`config.mk`:
```
export PLATFORM = sky130hd
export DESIGN_NAME = pipe_control_unit
export DESIGN_NICKNAME = d
export VERILOG_FILES = /design/src/rtl/pipe_control_unit.sv
export SDC_FILE = /design/constraint.sdc
export NUM_CORES = 1
export LEC_CHECK = 0
export CAP_MARGIN = 30
export CORE_ASPECT_RATIO = 0.7
export CORE_MARGIN = 2
export CORE_UTILIZATION = 40
export DETAILED_ROUTE_END_ITERATION = 10
export PLACE_DENSITY = 0.77
export RECOVER_POWER = 50
export SLEW_MARGIN = 20
export SYNTH_ARGS = -nofsm -noshare
export SYNTH_HDL_FRONTEND = slang
export SYNTH_SLANG_ARGS = --single-unit
export TNS_END_PERCENT = 100
```
`constraint.sdc`:
```
create_clock -name clk -period 4.76 [get_ports clk]
set_clock_uncertainty 0.15 [all_clocks]
set_input_delay 0.476 -clock clk [delete_from_list [all_inputs] [get_ports clk]]
set_output_delay 0.476 -clock clk [all_outputs]
set_load 0.01 [all_outputs]
```
`src/rtl/pipe_control_unit.sv`:
```
// ID-stage decoder with a registered ID/EX control word.
// Handles load-use stalls, the multi-cycle mult hold and branch/jump flush.
module pipe_control_unit #(
    parameter int ALUOP_W     = 4,
    parameter int REG_ADDR_W  = 5,
    parameter int MULT_CYCLES = 4
) (
    input  logic                  clk,
    input  logic                  rst_n,
    input  logic                  id_valid,
    input  logic [5:0]            opcode,
    input  logic [5:0]            funct,
    input  logic [REG_ADDR_W-1:0] rs,
    input  logic [REG_ADDR_W-1:0] rt,
    input  logic [REG_ADDR_W-1:0] rd,
    input  logic                  ex_flush,
    output logic                  stall,
    output logic                  mult_busy,
    output logic                  ex_valid,
    output logic                  ex_alusrc,
    output logic                  ex_memwrite,
    output logic                  ex_memread,
    output logic                  ex_memtoreg,
    output logic                  ex_regwrite,
    output logic                  ex_branch,
    output logic                  ex_jtopc,
    output logic                  ex_illegal,
    output logic [ALUOP_W-1:0]    ex_aluop,
    output logic [REG_ADDR_W-1:0] ex_dst
);

    typedef struct packed {
        logic                  valid;
        logic                  alusrc;
        logic                  memwrite;
        logic                  memread;
        logic                  memtoreg;
        logic                  regwrite;
        logic                  branch;
        logic                  jtopc;
        logic                  illegal;
        logic [ALUOP_W-1:0]    aluop;
        logic [REG_ADDR_W-1:0] dst;
    } ctl_t;

    typedef enum logic {RUN = 1'b0, MHOLD = 1'b1} mode_t;

    localparam logic [5:0] OP_R   = 6'b000000;
    localparam logic [5:0] OP_LW  = 6'b100011;
    localparam logic [5:0] OP_SW  = 6'b101011;
    localparam logic [5:0] OP_BEQ = 6'b000100;
    localparam logic [5:0] OP_J   = 6'b000010;
    localparam logic [5:0] F_ADD  = 6'b100000;
    localparam logic [5:0] F_SUB  = 6'b100010;
    localparam logic [5:0] F_AND  = 6'b100100;
    localparam logic [5:0] F_OR   = 6'b100101;
    localparam logic [5:0] F_SLT  = 6'b101010;
    localparam logic [5:0] F_MULT = 6'b011000;
    localparam logic [5:0] F_XOR  = 6'b100110;
    localparam logic [5:0] F_NOR  = 6'b100111;

    localparam logic       HOLD_EN = (MULT_CYCLES > 1) ? 1'b1 : 1'b0;
    localparam logic [3:0] MC_LOAD = 4'(MULT_CYCLES - 1);

    ctl_t       ex_r;
    ctl_t       ex_nxt_s;
    ctl_t       dec_s;
    logic [3:0] mcnt_r;
    logic [3:0] mcnt_nxt_s;
    logic       is_mult_s;
    logic       bad_s;
    logic       reads_rs_s;
    logic       reads_rt_s;
    logic       lu_s;
    mode_t      mode_s;

    function automatic logic [ALUOP_W-1:0] alu_code(input logic [3:0] code);
        return ALUOP_W'(code);
    endfunction

    // Instruction decode of the ID-stage fields into a control word.
    always_comb begin
        dec_s     = '0;
        is_mult_s = 1'b0;
        bad_s     = 1'b0;
        if (id_valid) begin
            dec_s.valid = 1'b1;
            case (opcode)
                OP_R: begin
                    dec_s.regwrite = 1'b1;
                    dec_s.dst      = rd;
                    case (funct)
                        F_ADD:   dec_s.aluop = alu_code(4'b0010);
                        F_SUB:   dec_s.aluop = alu_code(4'b0110);
                        F_AND:   dec_s.aluop = alu_code(4'b0000);
                        F_OR:    dec_s.aluop = alu_code(4'b0001);
                        F_SLT:   dec_s.aluop = alu_code(4'b0111);
                        F_XOR:   dec_s.aluop = alu_code(4'b1101);
                        F_NOR:   dec_s.aluop = alu_code(4'b1100);
                        F_MULT: begin
                            dec_s.aluop = alu_code(4'b1000);
                            is_mult_s   = 1'b1;
                        end
                        default: bad_s = 1'b1;
                    endcase
                end
                OP_LW: begin
                    dec_s.alusrc   = 1'b1;
                    dec_s.memread  = 1'b1;
                    dec_s.memtoreg = 1'b1;
                    dec_s.regwrite = 1'b1;
                    dec_s.dst      = rt;
                    dec_s.aluop    = alu_code(4'b0010);
                end
                OP_SW: begin
                    dec_s.alusrc   = 1'b1;
                    dec_s.memwrite = 1'b1;
                    dec_s.aluop    = alu_code(4'b0010);
                end
                OP_BEQ: begin
                    dec_s.branch = 1'b1;
                    dec_s.aluop  = alu_code(4'b0110);
                end
                OP_J: begin
                    dec_s.jtopc = 1'b1;
                    dec_s.aluop = alu_code(4'b1111);
                end
                default: bad_s = 1'b1;
            endcase
            // Illegal instructions travel as valid but side-effect free.
            if (bad_s) begin
                dec_s         = '0;
                dec_s.valid   = 1'b1;
                dec_s.illegal = 1'b1;
                is_mult_s     = 1'b0;
            end else begin
                dec_s.illegal = 1'b0;
            end
        end else begin
            dec_s = '0;
        end
    end

    // Load-use hazard detection against the load currently in EX.
    always_comb begin
        reads_rs_s = (opcode != OP_J);
        reads_rt_s = (opcode == OP_R) || (opcode == OP_SW) || (opcode == OP_BEQ);
        lu_s = id_valid && ex_r.valid && ex_r.memread && (ex_r.dst != '0) &&
               (((ex_r.dst == rs) && reads_rs_s) || ((ex_r.dst == rt) && reads_rt_s));
    end

    // Priority arbitration: flush, multiply hold, load-use bubble, normal advance.
    always_comb begin
        mode_s     = (mcnt_r != 4'd0) ? MHOLD : RUN;
        ex_nxt_s   = ex_r;
        mcnt_nxt_s = mcnt_r;
        stall      = 1'b0;
        if (ex_flush) begin
            ex_nxt_s   = '0;
            mcnt_nxt_s = 4'd0;
        end else if (mode_s == MHOLD) begin
            stall      = 1'b1;
            mcnt_nxt_s = mcnt_r - 4'd1;
        end else if (lu_s) begin
            stall    = 1'b1;
            ex_nxt_s = '0;
        end else begin
            ex_nxt_s = dec_s;
            if (is_mult_s && HOLD_EN) begin
                mcnt_nxt_s = MC_LOAD;
            end else begin
                mcnt_nxt_s = 4'd0;
            end
        end
    end

    // ID/EX control register and multiply hold counter.
    always_ff @(posedge clk or negedge rst_n) begin
        if (!rst_n) begin
            ex_r   <= '0;
            mcnt_r <= 4'd0;
        end else begin
            ex_r   <= ex_nxt_s;
            mcnt_r <= mcnt_nxt_s;
        end
    end

    assign mult_busy   = (mcnt_r != 4'd0);
    assign ex_valid    = ex_r.valid;
    assign ex_alusrc   = ex_r.alusrc;
    assign ex_memwrite = ex_r.memwrite;
    assign ex_memread  = ex_r.memread;
    assign ex_memtoreg = ex_r.memtoreg;
    assign ex_regwrite = ex_r.regwrite;
    assign ex_branch   = ex_r.branch;
    assign ex_jtopc    = ex_r.jtopc;
    assign ex_illegal  = ex_r.illegal;
    assign ex_aluop    = ex_r.aluop;
    assign ex_dst      = ex_r.dst;

endmodule
```
==> summary.md <==
| Metric | Value |
|---|---|
| # resized after CTS | 0 |
| Clk sink count | 21 |
| Starting density of the core | between 40% and 50% |
| Switching portion of total power | between 30% and 40% |
| Yosys top cell area share | 38.46% |
| Worst path required time | around 4.1 ns |
| Worst-margin pin slew | 0.8677 ns |
| Synthesized cell area | 1366 um^2 |
| Syn_area_per_cell | 8.486 um^2 |
| Overall power | 0.0005815 W |
| Core Region | 3212 um^2 |
| Seq cells post-synth | 21 |
| Gr ovfl total | 0 |
| First-pass GRT wire length | ~6300 um |
| IO Pins | slightly above 50 |
| First DRT Iteration DRCs | between 100 and 150 |
| Clk pwr share | around 20% |
| Final setup viols | 0 |
| CP Class | input port to output pin |
| Pre-CTS setup slack | between 1 and 1.5 ns |
| Cells after Synth | roughly 160 |
| Synth area leaders | dfrtp_1 38%, xnor2_1 8.3%, nand2_1 6.3%, o21ai_0 6.2%, nor2_1 3.0% |
| Syn. warnings | 0 |
| Final GP Congestion | about 0.87 |
| Fmax | around 280 MHz |
| Combinational power share | 43.0% |
| Die height | approximately 53 um |
| DRT antenna net count | 0 |
| Net switching power | between 0.0002 and 0.00025 W |
| Total CTS buffers | 3 |
| Pwr/cell area | 298.5 nW/um^2 |
| Maximum clock path buffer count | 2 |
| Port Buffers | 50 |
| Final Hold Vio Count | 0 |
| Largest net degree at the start of global routing | 22 |
| Vias per cell | ~5.6 |
| Setup TNS | 0 ns |
| CP max stage delay | 0.71 ns |
| Utilization after layout | between 60 and 70% |
| CP dominant cell by count | clkdlybuf4s50_1 |
| Commonest non-fill, non-tap cell in the layout | clkdlybuf4s50_1 |
| Hold Path Class | register to register |
| Synth unique cells | between 40 and 50 |
| Slew HR | a little over two fifths |
| Final Cycle Share | 75.98% |
| Fin crit period | about 3.6 ns |
| Crit path max-delay family | buffers and inverters |
| Power Internal | ~0.00037 W |
| Nets | about 240 |
| Worst path bufs/invs | 2 |
| TritonCTS clock tree | built |
| Die Span X | around 74 um |
| Max stage delay cell, worst path | or4_1 |
| Biggest area consumer among synthesized cells | dfrtp_1 |
| Fill cells | roughly 280 |
| Clk_lat worst skew | approximately 0.26 ns |
| Final worst setup slack | roughly 1.1 ns |
| Peak supply drop | ~0.18 mV |
| Std cell rows | 17 |
| Layout area overhead | 42.58% |
| All-Layer GR Usage | roughly a fifth |
| Initial antenna violation count | 0 |
| Setup Buffers After CTS | 0 |
| CP cell instances | clkdlybuf4s50_1, nor4_4, a21oi_1, or4_1, a31oi_1, clkdlybuf4s50_1 |
| Run status | finished, final reports clean |
| Via count | 1,434 |
| Full die area | roughly 3900 um^2 |
| Drt total wl | 3806 um |
| Seq pwr share | around 37% |
| Layout cells sized above 1 | 4.286% |
| H-tree depth | 1 |
| Setup crit end kind | output pin |
| Unrepaired setup endpoints after global routing | no |
| Post-synth EDFFs | 0 |
| Max_cap viols | 0 |
| Most used DFF post-synth | dfrtp_1 |
| Async set-reset flop share out of synthesis | between 90% and 100% |
| Hold-fix buffers, CTS | 0 |
| CP Launch Type | input port |
| # diodes | 0 |
| Leak | 0.7530 nW |
| Register area share after synthesis | between 30% and 40% |
| Vias in the first global route | 1,341 |
| Crit Path Max Fanout | 9 |
| Syn_nets | approximately 190 |
| Final HPWL DP | 2911 um |
| Arr. time, crit path | 2.99 ns |
| Commonest cells after routing, fill and taps aside | 41 x clkdlybuf4s50_1, 23 x nand2_1, 21 x dfrtp_1 |
| DR WL/cell | between 10 and 15 um |
| Clock-pin slew on the worst setup and hold paths | 0.07 ns |
| DRC violations left | 0 |
| Root buf cell | clkbuf_8 |
| Drt pass-1 iters | 4 |
| Max Slew Vio Count | 0 |
area by class of cell:
type	instances	area, um^2	area share, %
sequential	21	525.5	26.97
multi-input combinational	125	777.0	39.88
tap	47	58.81	3.019
timing repair buffer	52	511.7	26.27
clock buffer	4	45.04	2.312
inverter	8	30.03	1.541
tightest hold or removal path, cell delays in order (launching register included):
cell,delay [ns]
dfrtp_1,0.34
nand2_1,0.05
o31ai_1,0.05
cell usage after synthesis, types with 3 or more instances:
master,instances
a21oi_1,6
a22oi_1,5
clkbuf_1,3
dfrtp_1,21
inv_1,7
nand2_1,23
nand3_1,4
nand4_1,4
nor2_1,11
nor3_1,6
o21ai_0,17
o31ai_1,3
or4_1,3
xnor2_1,13
state kept, by name (all words and copies together) (netlist names):
name	flops
ex_aluop	4
mcnt_r	4
ex_memwrite	1
ex_alusrc	1
ex_illegal	1
ex_jtopc	1
ex_branch	1
ex_dst	5
ex_valid	1
ex_memread	1
ex_regwrite	1
path summary, 6_finish.rpt:
check	from	end	slack (ns)	cells after the start
min reg2reg	ex_branch	ex_branch	0.33	2
min	ex_branch	ex_branch	0.33	2
min in group asynchronous	rst_n	ex_illegal	0.36	1
max in group asynchronous	rst_n	ex_dst[2]	3.05	2
max reg2reg	ex_dst[1]	ex_branch	2.14	5
max	opcode[1]	stall	1.14	6
logic make-up (layout without fill, tap and decap cells):
logic type      after synthesis  count (layout)  synth area share [%]
simple gates                 66              66                 25.64
compound gates               44              44                 21.06
flops                        21              21                 38.46
buf+inv                      15              64                 4.670
xor+xnor                     13              13                 8.333
fa+ha+maj                     2               2                 1.831
power groups by stage:
stage,clock network [W],logic [W],registers [W]
6_report,0.000115,0.000250,0.000216
5_1_grt,0.000124,0.000282,0.000221
4_1_cts,0.000116,0.000246,0.000216
3_5_place_dp,0,0.000245,0.000220
3_3_place_gp,0,0.000237,0.000219
2_1_floorplan,0,0.000144,0.000218
through the flow:
stage	hold WS, ns	area, um^2	std cells
finish	0.3269	1948	257
global route	0.3638	1948	257
CTS	0.3364	1937	255
detailed placement	0.3198	1892	251
global placement	0.3164	1892	251
floorplan	0.03041	1366	161
metal layers:
| metal | up-vias | wire [um] | track usage [%] |
|---|---|---|---|
| met2 | 65 | 1702 | 34.23 |
| met1 | 685 | 1759 | 29.68 |
| met4 | 0 | 10 | 3.030 |
| li1 | 680 | - | - |
| met3 | 4 | 333 | 5.143 |
| met5 | - | 0 | 0 |
(Power assumes the default switching activity.)
